===== src/rtl/bsnn_pkg.sv =====
`default_nettype none
// ============================================================================
//  Module      : bsnn_pkg
//  Description : Shared types, constants and helpers for the BSNN output path.
//  Revision    : 1.0 - initial release
// ============================================================================
package bsnn_pkg;

    typedef enum logic [1:0] {
        IDLE = 2'd0,
        SCAN = 2'd1,
        OUT  = 2'd2
    } ttd_argmin_state_t;

    // Spike-time code meaning "this neuron never fired".
    localparam int unsigned TCODE_NONE = 0;

    // Index width for n classes; never narrower than one bit.
    function automatic int clog2_min1(input int n);
        int w;
        w = 1;
        while ((1 << w) < n) begin
            w = w + 1;
        end
        return w;
    endfunction

endpackage
`default_nettype wire


===== src/rtl/ttd_argmin_if.sv =====
`default_nettype none
// ============================================================================
//  Module      : ttd_argmin_if
//  Description : Class-result valid/ready channel from the argmin stage to host.
//  Revision    : 1.0 - initial release
// ============================================================================
interface ttd_argmin_if
    import bsnn_pkg::*;
#(
    parameter int TTD_WIDTH = 5,
    parameter int N_NEURONS = 4,
    parameter int CLASS_W   = clog2_min1(N_NEURONS)
);

    logic                 class_valid;
    logic                 class_ready;
    logic [CLASS_W-1:0]   class_idx;
    logic [TTD_WIDTH:0]   class_time;
    logic                 no_spike;

    modport master (
        output class_valid,
        output class_idx,
        output class_time,
        output no_spike,
        input  class_ready
    );

    modport slave (
        input  class_valid,
        input  class_idx,
        input  class_time,
        input  no_spike,
        output class_ready
    );

endinterface
`default_nettype wire


===== src/rtl/ttd_argmin.sv =====
`default_nettype none
// ============================================================================
//  Module      : ttd_argmin
//  Description : Winner-take-all readout: snapshots decoder spike times on the
//                finish rising edge and serially finds the earliest spiker.
//  Revision    : 1.0 - initial release
// ============================================================================
module ttd_argmin
    import bsnn_pkg::*;
#(
    parameter int TTD_WIDTH = 5,
    parameter int N_NEURONS = 4
) (
    input  wire logic                                   CLK,
    input  wire logic                                   nRES,
    input  wire logic                                   ttd_finish,
    input  wire logic [N_NEURONS*(TTD_WIDTH+1)-1:0]     ttd_times,
    output logic                                        busy,
    output logic                                        overrun,
    ttd_argmin_if.master                                cls
);

    localparam int                 c_tw       = TTD_WIDTH + 1;
    localparam int                 c_class_w  = clog2_min1(N_NEURONS);
    localparam logic [c_class_w-1:0] c_last_idx = c_class_w'(N_NEURONS - 1);
    localparam logic [c_tw-1:0]    c_none     = c_tw'(TCODE_NONE);

    ttd_argmin_state_t      state_q;
    logic                   fin_q;
    logic [c_tw-1:0]        snap_q [N_NEURONS];
    logic [c_class_w-1:0]   idx_q;
    logic [c_class_w-1:0]   best_idx_q;
    logic [c_tw-1:0]        best_time_q;
    logic                   found_q;

    logic                   class_valid_q;
    logic [c_class_w-1:0]   class_idx_q;
    logic [c_tw-1:0]        class_time_q;
    logic                   no_spike_q;
    logic                   busy_q;
    logic                   overrun_q;

    logic                   w_trig;
    logic [c_tw-1:0]        w_entry;
    logic                   w_lt;
    logic                   w_win;
    logic [c_class_w-1:0]   best_idx_d;
    logic [c_tw-1:0]        best_time_d;
    logic                   found_d;

    assign w_trig = ttd_finish & ~fin_q;

    // One shared comparator; strict less-than keeps ties on the lower index.
    always_comb begin
        w_entry     = snap_q[idx_q];
        w_lt        = (w_entry < best_time_q);
        w_win       = (w_entry != c_none) && (!found_q || w_lt);
        best_idx_d  = w_win ? idx_q   : best_idx_q;
        best_time_d = w_win ? w_entry : best_time_q;
        found_d     = found_q | w_win;
    end

    always_ff @(posedge CLK or negedge nRES) begin
        if (!nRES) begin
            state_q       <= IDLE;
            fin_q         <= 1'b1;
            idx_q         <= '0;
            best_idx_q    <= '0;
            best_time_q   <= '0;
            found_q       <= 1'b0;
            class_valid_q <= 1'b0;
            class_idx_q   <= '0;
            class_time_q  <= '0;
            no_spike_q    <= 1'b0;
            busy_q        <= 1'b0;
            overrun_q     <= 1'b0;
            for (int i = 0; i < N_NEURONS; i++) begin
                snap_q[i] <= '0;
            end
        end else begin
            fin_q     <= ttd_finish;
            overrun_q <= w_trig && (state_q != IDLE);

            case (state_q)
                IDLE: begin
                    if (w_trig) begin
                        for (int i = 0; i < N_NEURONS; i++) begin
                            snap_q[i] <= ttd_times[i*c_tw +: c_tw];
                        end
                        idx_q       <= '0;
                        best_idx_q  <= '0;
                        best_time_q <= '0;
                        found_q     <= 1'b0;
                        busy_q      <= 1'b1;
                        state_q     <= SCAN;
                    end
                end

                SCAN: begin
                    best_idx_q  <= best_idx_d;
                    best_time_q <= best_time_d;
                    found_q     <= found_d;
                    if (idx_q == c_last_idx) begin
                        // Result registers load from the post-compare values so
                        // the last neuron is included without an extra cycle.
                        class_valid_q <= 1'b1;
                        class_idx_q   <= best_idx_d;
                        class_time_q  <= best_time_d;
                        no_spike_q    <= ~found_d;
                        state_q       <= OUT;
                    end else begin
                        idx_q <= idx_q + c_class_w'(1);
                    end
                end

                OUT: begin
                    if (cls.class_ready) begin
                        class_valid_q <= 1'b0;
                        busy_q        <= 1'b0;
                        state_q       <= IDLE;
                    end
                end

                default: begin
                    state_q <= IDLE;
                end
            endcase
        end
    end

    assign cls.class_valid = class_valid_q;
    assign cls.class_idx   = class_idx_q;
    assign cls.class_time  = class_time_q;
    assign cls.no_spike    = no_spike_q;
    assign busy            = busy_q;
    assign overrun         = overrun_q;

endmodule
`default_nettype wire


===== src/flat_wrapper.sv =====
// flat-port wrapper written by rule: the top's interface ports become plain ports
module ttd_argmin_flat import bsnn_pkg::*;
#(
    parameter int TTD_WIDTH = 5,
    parameter int N_NEURONS = 4
)
  (CLK, nRES, ttd_finish, ttd_times, busy, overrun, cls_class_valid, cls_class_idx, cls_class_time, cls_no_spike, cls_class_ready);
  ttd_argmin_if #(.TTD_WIDTH(TTD_WIDTH), .N_NEURONS(N_NEURONS)) cls_i ();
  input  wire logic CLK;
  input  wire logic nRES;
  input  wire logic ttd_finish;
  input  wire logic [N_NEURONS*(TTD_WIDTH+1)-1:0] ttd_times;
  output logic busy;
  output logic overrun;
  output wire logic [$bits(cls_i.class_valid)-1:0] cls_class_valid;
  output wire logic [$bits(cls_i.class_idx)-1:0] cls_class_idx;
  output wire logic [$bits(cls_i.class_time)-1:0] cls_class_time;
  output wire logic [$bits(cls_i.no_spike)-1:0] cls_no_spike;
  input wire logic [$bits(cls_i.class_ready)-1:0] cls_class_ready;
  assign cls_class_valid = cls_i.class_valid;
  assign cls_class_idx = cls_i.class_idx;
  assign cls_class_time = cls_i.class_time;
  assign cls_no_spike = cls_i.no_spike;
  assign cls_i.class_ready = cls_class_ready;
  ttd_argmin #(.TTD_WIDTH(TTD_WIDTH), .N_NEURONS(N_NEURONS)) u_core (.CLK(CLK), .nRES(nRES), .ttd_finish(ttd_finish), .ttd_times(ttd_times), .busy(busy), .overrun(overrun), .cls(cls_i));
endmodule

===== config.mk =====
export PLATFORM = sky130hd
export DESIGN_NAME = ttd_argmin_flat
export DESIGN_NICKNAME = d
export VERILOG_FILES = /design/src/rtl/bsnn_pkg.sv /design/src/rtl/ttd_argmin_if.sv /design/src/rtl/ttd_argmin.sv /design/src/flat_wrapper.sv
export SDC_FILE = /design/constraint.sdc
export NUM_CORES = 1
export LEC_CHECK = 0
export ABC_AREA = 1
export CAP_MARGIN = 25
export CORE_MARGIN = 1.5
export CORE_UTILIZATION = 53
export DETAILED_ROUTE_END_ITERATION = 16
export GPL_ROUTABILITY_DRIVEN = 0
export PLACE_DENSITY = 0.79
export SETUP_SLACK_MARGIN = 0.3
export SLEW_MARGIN = 25
export SYNTH_ARGS = -nofsm -noshare
export SYNTH_HDL_FRONTEND = slang
export SYNTH_SLANG_ARGS = --single-unit

===== constraint.sdc =====
create_clock -name CLK -period 2.44 [get_ports CLK]
set_input_delay 0.244 -clock CLK [delete_from_list [all_inputs] [get_ports CLK]]
set_output_delay 0.244 -clock CLK [all_outputs]
set_load 0.01 [all_outputs]

==> reports/metrics.cfg, run 1 <==
[synthesis]
postSynthAreaPerCell_sq_um=7.88
synth.most_common_cell=nand2_1
synth_warnings=0
synth_seq_area_share=0.523
netlist_top_cells_area=dfrtp_1 (51%), nand2_1 (23%), nand3_1 (6.7%), inv_1 (3.4%), ha_1 (3.1%)
syn_area_sq_mm=0.00239
synthDistinctLibCells=25
dominantRegCellSynth=dfrtp_1
ys_top_cells_by_count=nand2_1 (145), dfrtp_1 (49), nand3_1 (32)
syn-num-nets=338
synth_edf_count=0
syn_inst=304
ys_ff_latch=50
synth_top_area_share=0.512
ys_async_sr_fraction=1.00
yosys.area.top_type=dfrtp_1

[clock_network]
cts_made_buffers=5
clock_latency_ns=0.30
cts_max_level=2
tritoncts=done
cts-root-buf=clkbuf_8
clockBufferDepth=2
clk_pin_slew_worst_paths_ns=0.09
cts.sinks=50

[sta]
worst_pin_slew_ns=0.550
skew_ns=0.00498
max_clock_freq_mhz=451
finalCritPeriodShare=0.909
setup_violations=0
finalSetupTns_ns=0
slew_headroom=0.632
whs_ns=0.371
slew_viol_final=0
period_minus_slack_ns=2.22
final.setup.worst_slack_ns=0.222
rsz0062_at_grt=yes
hold_viol=0

[drt]
drcViolationCount=0
vias=2139
drt_wl_total_mm=5.40
postRouteAntennaNets=0
routedWlPerCell_um=12.9
dr.pass1.iters=4
drt_iter0_markers=228
vias_per_cell=5.13

[outcome]
outcome=finished clean

[finish]
nFillCells=309
layout-drive-gt1-share=0.159
final_nets=398
instances_no_fill=417
antenna_cells=0
syn2layout_area_growth_pct=34.4

[placed_design]
io_buffers=39
hpwl_mm=3.57
preCtsSetupSlack_ns=0.0526
place_inst=391

[worst_hold_path]
hold_class=primary input to flip-flop
hp-start=ttd_finish

[floorplanning]
die_area_sq_mm=0.00493
start_util=0.550
chipWidth_um=70.2
die_y_um=70.2
fp-row-count=24
io_pins=40
core-area_sq_mm=0.00435

[power]
p_leak_nw=1.65
ir_drop_v=0.000700
p_per_area_mw_per_mm2=1550

[flow_run]
cap_violations=0

[global_route]
grt_pass1_wl_mm=9.63
track_usage=0.245
grt_max_degree=29
grt_pass1_vias=2104
antenna_found_initial=0
grt_overflow=0

[setup_path]
required_ns=2.63
critPathLaunchType=flip-flop
crit_path_end_kind=flip-flop
startpoint=u_core.idx_q[0]
regToRegSetupSlack_ns=0.22
critPathKind=flip-flop to flip-flop
crit_fanout=6
cp_data_arrival_time_ns=2.41
r2r_start=u_core.idx_q[0]

==> power by group <==
| part | total (W) | internal [W] | switching, W |
|---|---|---|---|
| clock network | 0.000705 | 0.000437 | 0.000268 |
| registers | 0.00146 | 0.00120 | 0.000257 |
| logic | 0.00284 | 0.00122 | 0.00161 |
| total | 0.00500 | 0.00286 | 0.00214 |
==> flip-flops by register name (all words and copies together), names as in the netlist <==
| signal | cells |
|---|---|
| u_core.snap_q | 24 |
| u_core.best_time_q | 6 |
| u_core.cls.class_time | 6 |
| u_core.best_idx_q | 2 |
| u_core.cls.class_idx | 2 |
| u_core.idx_q | 2 |
| u_core.state_q | 2 |
| u_core.busy | 1 |
| u_core.cls.class_valid | 1 |
| u_core.cls.no_spike | 1 |
| u_core.fin_q | 1 |
| u_core.found_q | 1 |
| u_core.overrun | 1 |
==> critical path, stage by stage (launching register included) <==
cell and delay [ns]:
dfrtp_2 0.47, buf_6 0.15, a21oi_2 0.10, o21ai_1 0.08, nand2_1 0.09, inv_2 0.06, ha_4 0.22, a21oi_4 0.12
nor2_2 0.06, a211oi_2 0.19, nand2_2 0.12, nand2_4 0.12, nand3_1 0.13, nand3_1 0.12, nand2_1 0.06
==> cell families after synthesis <==
| kind of cell | count (synthesis) | synth area share |
|---|---|---|
| adders and majority gates | 6 | 0.0313 |
| and+or+nand+nor | 193 | 0.341 |
| buffers and inverters | 37 | 0.0653 |
| DFF | 50 | 0.523 |
| AOI/OAI and AO/OA | 18 | 0.0397 |
==> cell usage in the layout, fill, tap and decap left out, types with 2 or more instances in the layout <==
master           instances
clkdlybuf4s50_1         38
o21ai_1                  3
a21oi_1                  3
bufinv_16                2
inv_1                   22
ha_1                     3
o21ai_0                  8
buf_4                   20
nand3_1                 32
buf_6                    2
inv_2                    2
clkinv_1                 2
ha_4                     3
nand2_2                  8
nand2_1                140
clkbuf_8                 6
nand2_4                  2
nor2_1                   5
dfrtp_1                 47
dfrtp_2                  2
==> stage by stage <==
step	cell area, sq um	util	total power (W)
CTS	3180	0.731	0.00474
floorplan	2410	-	0.00299
global placement	2840	0.652	0.00347
detailed placement	2840	0.652	0.00355
global route	3220	0.739	0.00541
finish	3220	0.739	0.00500
==> path summary, 6_finish.rpt <==
path,end,cells after the start
min in group asynchronous,u_core.best_time_q[0],3
hold / removal,u_core.fin_q,1
setup / recovery,u_core.best_time_q[2],14
setup reg to reg,u_core.best_time_q[2],14
hold reg to reg,u_core.cls.class_idx[0],2
max in group asynchronous,u_core.fin_q,3
==> routing by layer <==
layer  track usage  share of wire
met1         0.323           0.44
met2         0.407           0.50
met3        0.0361          0.045
met4        0.0962          0.016
met5             0              0
==> cell type report <==
class / instances / area, sq um / share of cell area
sequential: 50 / 1250 / 0.390
multi-input combinational: 218 / 1080 / 0.337
timing repair buffer: 62 / 568 / 0.177
inverter: 27 / 104 / 0.0323
clock buffer: 6 / 82.6 / 0.0257
tap: 52 / 65.1 / 0.0202
clock inverter: 2 / 60.1 / 0.0187
==> repair_timing <==
action / CTS / global route
gates cloned: 1 / 0
pin swaps: 10 / 5
buffers inserted: 16 / 0
hold buffers: 1 / 0
hold endpoints to repair: 49 / 0
endpoints found under the setup margin: 16 / 16
resized for setup: 16 / 7
No activity file was read; power rests on OpenSTA's default activity.
==> run 2, diff against run 1 <==
--- a/config.mk
+++ b/config.mk
@@ -8,10 +8,11 @@
 export ABC_AREA = 1
 export CAP_MARGIN = 25
 export CORE_MARGIN = 1.5
-export CORE_UTILIZATION = 53
+export CORE_UTILIZATION = 55
+export CTS_BUF_LIST = sky130_fd_sc_hd__clkbuf_4 sky130_fd_sc_hd__clkbuf_8
 export DETAILED_ROUTE_END_ITERATION = 16
 export GPL_ROUTABILITY_DRIVEN = 0
-export PLACE_DENSITY = 0.79
+export PLACE_DENSITY = 0.81
 export SETUP_SLACK_MARGIN = 0.3
 export SLEW_MARGIN = 25
 export SYNTH_ARGS = -nofsm -noshare
==> run 2 against run 1 <==
Against the previous run:
- non-clock buffer count fell by 1
- critical endpoint is now u_core.cls.class_time[4]
- largest cell class unchanged
- die area fell by 3.5%
- core utilization rose by 4.9 points
- sequential power barely moved
- maximum frequency rose by 1.0%
- hold slack got worse by 0.36 ns
- sequential cell count did not move
- via count rose by 6.4%
- cell count fell by 0.72%
- register-to-register slack improved by 0.02 ns
- first-iteration DRC count rose by 9.2%
==> reports/metrics.cfg, run 2 (synthesis results as in run 1) <==
[clock_network]
cts-root-buf=clkbuf_8  ; unchanged
cts_made_buffers=5  ; unchanged
tritoncts=done  ; unchanged
clk_pin_slew_worst_paths_ns=0.10  ; was 0.09 ns
clockBufferDepth=2  ; unchanged
cts_max_level=2  ; unchanged
cts.sinks=50  ; unchanged
clock_latency_ns=0.32  ; was 0.30 ns

[floorplanning]
die_area_sq_mm=0.00476  ; was 0.00493 sq mm
start_util=0.586  ; was 0.550
chipWidth_um=69.0  ; was 70.2 um
die_y_um=69.0  ; was 70.2 um
fp-row-count=23  ; was 24
io_pins=40  ; unchanged
core-area_sq_mm=0.00409  ; was 0.00435 sq mm

[finish]
fin_area_sq_mm=0.00322  ; about the same
syn2layout_area_growth_pct=34.5  ; was 34.4%
final_common_cell=nand2_1  ; unchanged
largest_register_ffs=24  ; unchanged
layout-drive-gt1-share=0.217  ; was 0.159
max_flop_register=u_core.snap_q  ; unchanged
final_cell_mix=nand2_1 (132), dfrtp_1 (47), clkdlybuf4s50_1 (38), nand3_1 (25), buf_4 (19)  ; was nand2_1 (140), dfrtp_1 (47), clkdlybuf4s50_1 (38), nand3_1 (32), inv_1 (22)
final_nets=397  ; was 398
fin_util=0.788  ; was 0.739
nFillCells=267  ; was 309
antenna_cells=0  ; unchanged

[global_route]
antenna_found_initial=0  ; unchanged
grt_pass1_vias=2071  ; was 2104
track_usage=0.257  ; was 0.245
grt_max_degree=51  ; was 29
grt_overflow=0  ; unchanged
grt_pass1_wl_mm=8.98  ; was 9.63 mm

[worst_hold_path]
hold_class=primary input to async pin  ; was primary input to flip-flop

[setup_path]
critPathLaunchType=flip-flop  ; unchanged
crit_top_cell=nand2_2
crit_fanout=6  ; unchanged
path_cells=buf_6 -> o21ai_1 -> nand2_2 -> inv_2 -> ha_4 -> nand2_2 -> nor2_1 -> a211oi_2 -> nand2_2 -> nand2_4 -> nand3_1 -> nand3_1 -> nand2_1  ; was buf_6 -> a21oi_2 -> o21ai_1 -> nand2_1 -> inv_2 -> ha_4 -> a21oi_4 -> nor2_2 -> a211oi_2 -> nand2_2 -> nand2_4 -> nand3_1 -> nand3_1 -> nand2_1
rr_endpoint=u_core.cls.class_time[4]  ; was u_core.best_time_q[2]
crit_path_end_kind=flip-flop  ; unchanged
cp_data_arrival_time_ns=2.41  ; about the same
regToRegSetupSlack_ns=0.25  ; was 0.22 ns
critPathKind=flip-flop to flip-flop  ; unchanged
required_ns=2.65  ; was 2.63 ns
r2r_start=u_core.idx_q[0]  ; unchanged
startpoint=u_core.idx_q[0]  ; unchanged
r2r_cells=13  ; was 14
cpPeakStageDelay_ns=0.48  ; was 0.47 ns
slowest_stage=dfrtp_2  ; unchanged

[sta]
slew_viol_final=0  ; unchanged
period_minus_slack_ns=2.19  ; was 2.22 ns
finalSetupTns_ns=0  ; unchanged
slew_headroom=0.571  ; was 0.632
worst_pin_slew_ns=0.641  ; was 0.550 ns
hold_viol=0  ; unchanged
setup_violations=0  ; unchanged
max_clock_freq_mhz=456  ; was 451 MHz
rsz0062_at_grt=yes  ; unchanged
skew_ns=0.0180  ; was 0.00498 ns
finalCritPeriodShare=0.899  ; was 0.909

[placed_design]
io_buffers=39  ; unchanged
placed_cell_area_sq_mm=0.00284  ; about the same
hpwl_mm=3.47  ; was 3.57 mm

[drt]
postRouteAntennaNets=0  ; unchanged
drt_wl_total_mm=6.37  ; was 5.40 mm
routedWlPerCell_um=15.4  ; was 12.9 um
vias_per_cell=5.50  ; was 5.13
drt_iter0_markers=249  ; was 228
drcViolationCount=0  ; unchanged
dr.pass1.iters=6  ; was 4
vias=2276  ; was 2139

[power]
ir_drop_v=0.000853  ; was 0.000700 V
p_per_area_mw_per_mm2=1540  ; was 1550 mW/mm^2
p_leak_nw=1.64  ; was 1.65 nW

[flow_run]
cap_violations=0  ; unchanged

[outcome]
outcome=finished clean  ; unchanged

-- run 2: report_power, final --
group / switching [W] / internal [W] / total [W]
combinational: 0.00176 / 0.00122 / 0.00297
sequential: 0.000267 / 0.00120 / 0.00147
clock: 0.000283 / 0.000241 / 0.000524
-- run 2: timing repair --
action / CTS / global route
buffers inserted: 11 / 5
hold endpoints to repair: 0 / 0
cloned: 1 / 0
hold buffers: 0 / 0
setup endpoints to repair: 16 / 16
pin swaps: 15 / 18
gates resized for setup: 25 / 21
-- run 2: critical path: cells and delay by family (launching register included) --
kind / cells / cell delay (ns)
fa+ha+maj: 1 / 0.20
simple gates: 8 / 0.78
buf+inv: 2 / 0.25
compound gates: 2 / 0.38
flops: 1 / 0.48
-- run 2: stage by stage --
stage / std cells / hold slack [ns] / total power, W / worst slack [ns]
floorplan: 304 / -0.0516 / 0.00299 / 0.301
global placement: 389 / 0.379 / 0.00348 / 0.239
detailed placement: 389 / 0.382 / 0.00355 / 0.144
CTS: 409 / 0.0549 / 0.00450 / 0.316
global route: 414 / 0.0828 / 0.00530 / 0.0888
finish: 414 / 0.0142 / 0.00497 / 0.245
-- run 2: cell type report --
cell class | instances | area [sq um] | share of cell area
Clock buffer | 7 | 90.1 | 0.0280
Clock inverter | 1 | 5.00 | 0.00155
Inverter | 27 | 104 | 0.0322
Multi-Input combinational cell | 218 | 1140 | 0.355
Sequential cell | 50 | 1250 | 0.390
Tap cell | 50 | 62.6 | 0.0194
Timing Repair Buffer | 61 | 562 | 0.174
-- run 2: worst max-delay path by stage --
stage / end / slack, ns / cells after the start
after CTS: u_core.cls.class_time[3] / 0.32 / 17
after global placement: u_core.cls.class_time[3] / 0.24 / 16
after detailed placement: u_core.cls.class_time[3] / 0.14 / 16
after floorplan: u_core.cls.class_time[3] / 0.30 / 17
final: u_core.cls.class_time[4] / 0.25 / 13
after global routing: u_core.cls.class_time[3] / 0.09 / 15
-- run 2: routing by layer --
metal / vias up / part of all wire / global-route usage
li1: 1067 / - / -
met3: 31 / 0.061 / 0.0601
met4: 0 / 0.038 / 0.105
met2: 117 / 0.49 / 0.435
met5: - / 0 / 0
met1: 1061 / 0.41 / 0.314
